[src/rtl/wb_stage_if.sv]
// MEM -> WB bundle and the register-file write port of wb_stage.
// The MEM side uses the master modport and wb_stage uses the slave modport.
interface wb_stage_if;
  logic        i_valid;
  logic        i_stall;
  logic        i_flush;
  logic [31:0] i_pc;
  logic [31:0] i_alu_data;
  logic [31:0] i_ld_data;
  logic [1:0]  i_addr_lsb;
  logic [2:0]  i_funct3;
  logic [1:0]  i_wb_sel;
  logic [4:0]  i_rd_addr;
  logic        i_rd_wren;

  logic [4:0]  o_rd_addr;
  logic [31:0] o_rd_data;
  logic        o_rd_wren;
  logic        o_valid;
  logic [31:0] o_pc;
  logic        o_ld_misalign;
  logic [63:0] o_instret;

  modport master (
    output i_valid, i_stall, i_flush, i_pc, i_alu_data, i_ld_data, i_addr_lsb,
           i_funct3, i_wb_sel, i_rd_addr, i_rd_wren,
    input  o_rd_addr, o_rd_data, o_rd_wren, o_valid, o_pc, o_ld_misalign, o_instret
  );

  modport slave (
    input  i_valid, i_stall, i_flush, i_pc, i_alu_data, i_ld_data, i_addr_lsb,
           i_funct3, i_wb_sel, i_rd_addr, i_rd_wren,
    output o_rd_addr, o_rd_data, o_rd_wren, o_valid, o_pc, o_ld_misalign, o_instret
  );
endinterface

[src/rtl/wb_stage.sv]
// MEM/WB pipeline register with load formatting and write-back source select.
// Define WB_INSTRET_EN to build the 64-bit retired-instruction counter on o_instret.
module wb_stage #(
  parameter int          XLEN     = 32,
  parameter logic [31:0] RESET_PC = 32'h0000_0000
) (
  input  logic       i_clk,
  input  logic       i_rst,
  wb_stage_if.slave  bus
);

  // Handshake: i_valid qualifies the MEM bundle and there is no ready; the
  // upstream stage freezes this register with i_stall and squashes the
  // instruction being captured with i_flush (flush beats stall).
  logic [7:0]      sel_byte;
  logic [15:0]     sel_half;
  logic [XLEN-1:0] ld_fmt;
  logic [XLEN-1:0] wb_data;
  logic            misalign;
  logic            capture;

  logic [4:0]      rd_addr_q;
  logic [XLEN-1:0] rd_data_q;
  logic            rd_wren_q;
  logic            valid_q;
  logic [31:0]     pc_q;
  logic            misalign_q;

  assign capture = !bus.i_flush && !bus.i_stall;

  always_comb begin
    sel_byte = bus.i_ld_data[7:0];
    case (bus.i_addr_lsb)
      2'd1:    sel_byte = bus.i_ld_data[15:8];
      2'd2:    sel_byte = bus.i_ld_data[23:16];
      2'd3:    sel_byte = bus.i_ld_data[31:24];
      default: sel_byte = bus.i_ld_data[7:0];
    endcase
    sel_half = bus.i_addr_lsb[1] ? bus.i_ld_data[31:16] : bus.i_ld_data[15:0];

    ld_fmt = '0;
    case (bus.i_funct3)
      3'b000:  ld_fmt = {{24{sel_byte[7]}}, sel_byte};
      3'b001:  ld_fmt = {{16{sel_half[15]}}, sel_half};
      3'b010:  ld_fmt = bus.i_ld_data;
      3'b100:  ld_fmt = {24'h0, sel_byte};
      3'b101:  ld_fmt = {16'h0, sel_half};
      default: ld_fmt = '0;
    endcase

    misalign = 1'b0;
    if (bus.i_valid && bus.i_wb_sel == 2'b01) begin
      case (bus.i_funct3)
        3'b001, 3'b101: misalign = bus.i_addr_lsb[0];
        3'b010:         misalign = (bus.i_addr_lsb != 2'd0);
        default:        misalign = 1'b0;
      endcase
    end

    // Reserved select 11 falls back to the ALU result.
    case (bus.i_wb_sel)
      2'b01:   wb_data = ld_fmt;
      2'b10:   wb_data = bus.i_pc + 32'd4;
      default: wb_data = bus.i_alu_data;
    endcase
  end

  always_ff @(posedge i_clk) begin
    if (i_rst) begin
      valid_q    <= 1'b0;
      rd_wren_q  <= 1'b0;
      rd_addr_q  <= 5'd0;
      rd_data_q  <= '0;
      pc_q       <= RESET_PC;
      misalign_q <= 1'b0;
    end else if (bus.i_flush) begin
      valid_q    <= 1'b0;
      rd_wren_q  <= 1'b0;
      misalign_q <= 1'b0;
    end else if (bus.i_stall) begin
      misalign_q <= 1'b0;
    end else begin
      valid_q    <= bus.i_valid;
      rd_wren_q  <= bus.i_valid && bus.i_rd_wren && (bus.i_rd_addr != 5'd0) && !misalign;
      rd_addr_q  <= bus.i_rd_addr;
      rd_data_q  <= wb_data;
      pc_q       <= bus.i_pc;
      misalign_q <= misalign;
    end
  end

  assign bus.o_valid       = valid_q;
  assign bus.o_rd_wren     = rd_wren_q;
  assign bus.o_rd_addr     = rd_addr_q;
  assign bus.o_rd_data     = rd_data_q;
  assign bus.o_pc          = pc_q;
  assign bus.o_ld_misalign = misalign_q;

`ifdef WB_INSTRET_EN
  logic [63:0] instret_q;

  always_ff @(posedge i_clk) begin
    if (i_rst) begin
      instret_q <= 64'h0;
    end else if (capture && bus.i_valid && !misalign) begin
      instret_q <= instret_q + 64'd1;
    end
  end

  assign bus.o_instret = instret_q;
`else
  logic unused_capture;
  assign unused_capture = capture;
  assign bus.o_instret  = 64'h0;
`endif

endmodule
[src/flat_wrapper.sv]
// flat-port wrapper written by rule: the top's interface ports become plain ports
module wb_stage_flat 
#(
  parameter int          XLEN     = 32,
  parameter logic [31:0] RESET_PC = 32'h0000_0000
)
  (i_clk, i_rst, bus_i_valid, bus_i_stall, bus_i_flush, bus_i_pc, bus_i_alu_data, bus_i_ld_data, bus_i_addr_lsb, bus_i_funct3, bus_i_wb_sel, bus_i_rd_addr, bus_i_rd_wren, bus_o_rd_addr, bus_o_rd_data, bus_o_rd_wren, bus_o_valid, bus_o_pc, bus_o_ld_misalign, bus_o_instret);
  wb_stage_if bus_i ();
  input  logic i_clk;
  input  logic i_rst;
  input wire logic [$bits(bus_i.i_valid)-1:0] bus_i_valid;
  input wire logic [$bits(bus_i.i_stall)-1:0] bus_i_stall;
  input wire logic [$bits(bus_i.i_flush)-1:0] bus_i_flush;
  input wire logic [$bits(bus_i.i_pc)-1:0] bus_i_pc;
  input wire logic [$bits(bus_i.i_alu_data)-1:0] bus_i_alu_data;
  input wire logic [$bits(bus_i.i_ld_data)-1:0] bus_i_ld_data;
  input wire logic [$bits(bus_i.i_addr_lsb)-1:0] bus_i_addr_lsb;
  input wire logic [$bits(bus_i.i_funct3)-1:0] bus_i_funct3;
  input wire logic [$bits(bus_i.i_wb_sel)-1:0] bus_i_wb_sel;
  input wire logic [$bits(bus_i.i_rd_addr)-1:0] bus_i_rd_addr;
  input wire logic [$bits(bus_i.i_rd_wren)-1:0] bus_i_rd_wren;
  output wire logic [$bits(bus_i.o_rd_addr)-1:0] bus_o_rd_addr;
  output wire logic [$bits(bus_i.o_rd_data)-1:0] bus_o_rd_data;
  output wire logic [$bits(bus_i.o_rd_wren)-1:0] bus_o_rd_wren;
  output wire logic [$bits(bus_i.o_valid)-1:0] bus_o_valid;
  output wire logic [$bits(bus_i.o_pc)-1:0] bus_o_pc;
  output wire logic [$bits(bus_i.o_ld_misalign)-1:0] bus_o_ld_misalign;
  output wire logic [$bits(bus_i.o_instret)-1:0] bus_o_instret;
  assign bus_i.i_valid = bus_i_valid;
  assign bus_i.i_stall = bus_i_stall;
  assign bus_i.i_flush = bus_i_flush;
  assign bus_i.i_pc = bus_i_pc;
  assign bus_i.i_alu_data = bus_i_alu_data;
  assign bus_i.i_ld_data = bus_i_ld_data;
  assign bus_i.i_addr_lsb = bus_i_addr_lsb;
  assign bus_i.i_funct3 = bus_i_funct3;
  assign bus_i.i_wb_sel = bus_i_wb_sel;
  assign bus_i.i_rd_addr = bus_i_rd_addr;
  assign bus_i.i_rd_wren = bus_i_rd_wren;
  assign bus_o_rd_addr = bus_i.o_rd_addr;
  assign bus_o_rd_data = bus_i.o_rd_data;
  assign bus_o_rd_wren = bus_i.o_rd_wren;
  assign bus_o_valid = bus_i.o_valid;
  assign bus_o_pc = bus_i.o_pc;
  assign bus_o_ld_misalign = bus_i.o_ld_misalign;
  assign bus_o_instret = bus_i.o_instret;
  wb_stage #(.XLEN(XLEN), .RESET_PC(RESET_PC)) u_core (.i_clk(i_clk), .i_rst(i_rst), .bus(bus_i));
endmodule
[config.mk]
export PLATFORM = sky130hd
export DESIGN_NAME = wb_stage_flat
export DESIGN_NICKNAME = d
export VERILOG_FILES = /design/src/rtl/wb_stage_if.sv /design/src/rtl/wb_stage.sv /design/src/flat_wrapper.sv
export SDC_FILE = /design/constraint.sdc
export NUM_CORES = 1
export LEC_CHECK = 0
export ABC_AREA = 1
export CORE_ASPECT_RATIO = 1.2
export CORE_MARGIN = 4
export CORE_UTILIZATION = 46
export CTS_CLUSTER_DIAMETER = 120
export DETAILED_ROUTE_END_ITERATION = 8
export PLACE_DENSITY = 0.88
export SLEW_MARGIN = 20
export SYNTH_ARGS = -nofsm -noshare
export SYNTH_HDL_FRONTEND = slang
export SYNTH_SLANG_ARGS = --single-unit
[constraint.sdc]
create_clock -name i_clk -period 2.4 [get_ports i_clk]
set_clock_uncertainty 0.05 [all_clocks]
set_input_delay 0.36 -clock i_clk [delete_from_list [all_inputs] [get_ports i_clk]]
set_output_delay 0.36 -clock i_clk [all_outputs]
set_load 0.05 [all_outputs]
==> out/metrics.yaml <==
core_sq_um: 11620
viasPerCell: 4.998
fillerInstances: 1071
path_class: "in -> reg"
crit_buf_inv: 2
gp_congestion: 0.9544
grt_pass1_vias: 5971
start_util: 0.4719
pin_count: 250
max_slew_margin: 0.6127
seq_area_sq_um: 1441
rsz0062_at_grt: "false"
cts-root-buf: "clkbuf_16"
switching_share: 0.3475
hold_class: "reg -> reg"
grt-ovfl-total: 0
highest_layer: "met4"
outcome: "finished clean"
dr.pass1.iters: 5
tightest_slew_ns: 0.5792
ys_seq_elements: 72
comb_power_share: 0.321
drive_gt1_frac: 0.05919
critPathLaunchType: "primary input"
fin_nets: 1227
critical_path.slowest_cell: "clkdlybuf4s50_1"
die_x_microns: 107.7
syn_to_final_growth_pct: 38.69
drt_iter0_drc: 466
power.density_nw_per_um2: 577.8
htree_levels: 3
leakage_nw: 3.422
fmax_mhz: 479.9
clock_latency_ns: 0.34
min_to: "u_core.bus.o_rd_wren$_SDFFE_PP0N_"
cts_setup_buffers: 0
yosysSeqAreaShare: 0.2628
met1_length_mm: 7.447
p_sw_w: 0.001527
finalCriticalPeriod_ns: 2.084
hpwl_mm: 15.14
dieHeight_microns: 127.6
cp-end-kind: "register"
path_max_fanout: 4
syn-instance-count: 933
grt_antenna_before_repair: 0
syn-cell-area_sq_um: 5484
drc: 0
critPathTopFamily: "simple AND/OR/NAND/NOR gates"
ctsResizeCount: 0
port_buffers: 185
path_clk_slew_ns: 0.06
arrival_ns: 2.25
multi_input_area_sq_um: 3192
post-route-util: 0.6545
drv_cap: 0
cpMostUsedCell: "nand2_1"
setup_viol: 0
netlist.top_cell.by_area: "dfxtp_1"
wl_met2_mm: 9.493
setup_slack_ns: 0.3163
synth.distinct_cells: 33
p_seq_frac: 0.297
mostFrequentLayoutCells: "281 x nand2_1, 185 x clkdlybuf4s50_1, 156 x nor2_1"
final_common_cell: "nand2_1"
max_stage_delay_ns: 0.53
fin_setup_tns_ns: 0
vias: 6358
syn_area_per_cell_sq_um: 5.878
cts.sinks: 72
synth_area_leaders: "dfxtp_1 26%, nand2_1 19%, nor2_1 11%"
antenna_cells: 0
dieArea_sq_um: 13740
vdd_drop_max_mv: 0.4130
synth_top_area_share: 0.2628
p_int_w: 0.002868
ant_nets: 0
cts_buffers: 9
clock_path_buffers: 2
r2r_end: "u_core.bus.o_rd_data[29]$_SDFFE_PP0P_"
slew_violations: 0
place_worst_setup_slack_ns: 0.03412
grt_use_total: 0.2749
r2r_start: "u_core.bus.o_rd_data[29]$_SDFFE_PP0P_"
hold_path_startpoint: "u_core.bus.o_rd_wren$_SDFFE_PP0N_"
finalHoldViolCount: 0
grt_max_degree: 46
r2r_setup_slack_ns: 1.66
wl_mm: 19.37
cts_tree: "done"
required_ns: 2.56
routed-wl-met3_mm: 1.854
hold_depth: 2
yosys_warnings: 0
hold_buffers: 0
wire_per_inst_microns: 15.23
power.total_w: 0.004395
row_count: 43
p_clk_frac: 0.382
min_period_over_period: 0.8682
crit_chain: "clkdlybuf4s50_1 > ha_1 > nand2_1 > nor2_1 > nand2_1 > inv_1 > nand4_1 > nand3_1 > nand3_1 > nand2_1 > a21oi_1"
r2r_cells: 2
grt_pass1_wl_mm: 29.70
==> worst register-to-register path, cell delays in order, from the launching register on <==
cell and delay, ns:
dfxtp_1 0.40, nand2_1 0.08, a21oi_1 0.14
==> worst max path at each step <==
| stage | startpoint | cells past startpoint | end |
|---|---|---|---|
| after floorplan | bus_i_wb_sel[0] | 8 | u_core.bus.o_rd_data[19]$_SDFFE_PP0P_ |
| after global placement | bus_i_pc[3] | 11 | u_core.bus.o_rd_data[16]$_SDFFE_PP0P_ |
| after detailed placement | bus_i_pc[3] | 11 | u_core.bus.o_rd_data[16]$_SDFFE_PP0P_ |
| after CTS | bus_i_pc[3] | 11 | u_core.bus.o_rd_data[16]$_SDFFE_PP0P_ |
| after global routing | bus_i_pc[4] | 12 | u_core.bus.o_rd_data[11]$_SDFFE_PP0P_ |
| final | bus_i_pc[3] | 11 | u_core.bus.o_rd_data[16]$_SDFFE_PP0P_ |
==> cell usage after synthesis, drive strengths merged <==
master,count
a31oi,1
nand4,3
a21boi,1
clkbuf,20
nor2,164
nand3,65
o22ai,5
o21bai,7
conb,1
a21o,1
nand2,282
clkinv,1
dfxtp,72
o211ai,7
dlymetal6s2s,1
a21oi,65
nor3,1
inv,77
buf,86
or2,5
ha,3
o21ai,63
dlygate4sd1,2
==> registers in the layout, indices dropped and copies added (netlist names) <==
register / flops
u_core.bus.o_rd_data: 32
u_core.bus.o_pc: 32
u_core.bus.o_valid: 1
u_core.bus.o_rd_wren: 1
u_core.bus.o_rd_addr: 5
u_core.bus.o_ld_misalign: 1
==> power groups by stage <==
stage	Combinational, W	Clock [W]	Sequential, W
floorplan	0.000724	0	0.00158
global placement	0.00139	0	0.00133
detailed placement	0.00140	0	0.00133
CTS	0.00140	0.00170	0.00131
global route	0.00150	0.00176	0.00131
finish	0.00141	0.00168	0.00131
==> metrics by stage <==
stage | instances | hold WS [ns] | cell area (sq um)
2_1_floorplan | 996 | 0.4449 | 5720
3_3_place_gp | 1256 | 0.3948 | 7239
3_5_place_dp | 1256 | 0.4004 | 7239
4_1_cts | 1272 | 0.4094 | 7606
5_1_grt | 1272 | 0.4341 | 7606
6_report | 1272 | 0.4081 | 7606
==> kinds of logic (layout without fill, tap and decap cells) <==
logic type               Yosys count  count (layout)  share of synthesized area
AND/OR/NAND/NOR                  520             520                     0.3810
buffers and inverters            187             306                     0.1996
AO/OA/AOI/OAI                    150             150                     0.1490
flip-flops                        72              72                     0.2628
adder cells (fa/ha/maj)            3               3                   0.006845
other                              1              64                  0.0006838
==> final cells by class <==
class	instances	share of cell area
clock buffer	10	0.03010
clock inverter	6	0.01810
inverter	78	0.03849
multi-input combinational	737	0.4196
sequential	72	0.1895
tap	157	0.02583
timing repair buffer	212	0.2783
==> layer usage <==
metal / track usage / up-vias
li1: - / 3166
met1: 0.3254 / 2829
met2: 0.4747 / 318
met3: 0.06973 / 45
met5: 0 / -
met4: 0.1048 / 0
No activity file was read; power rests on OpenSTA's default activity.
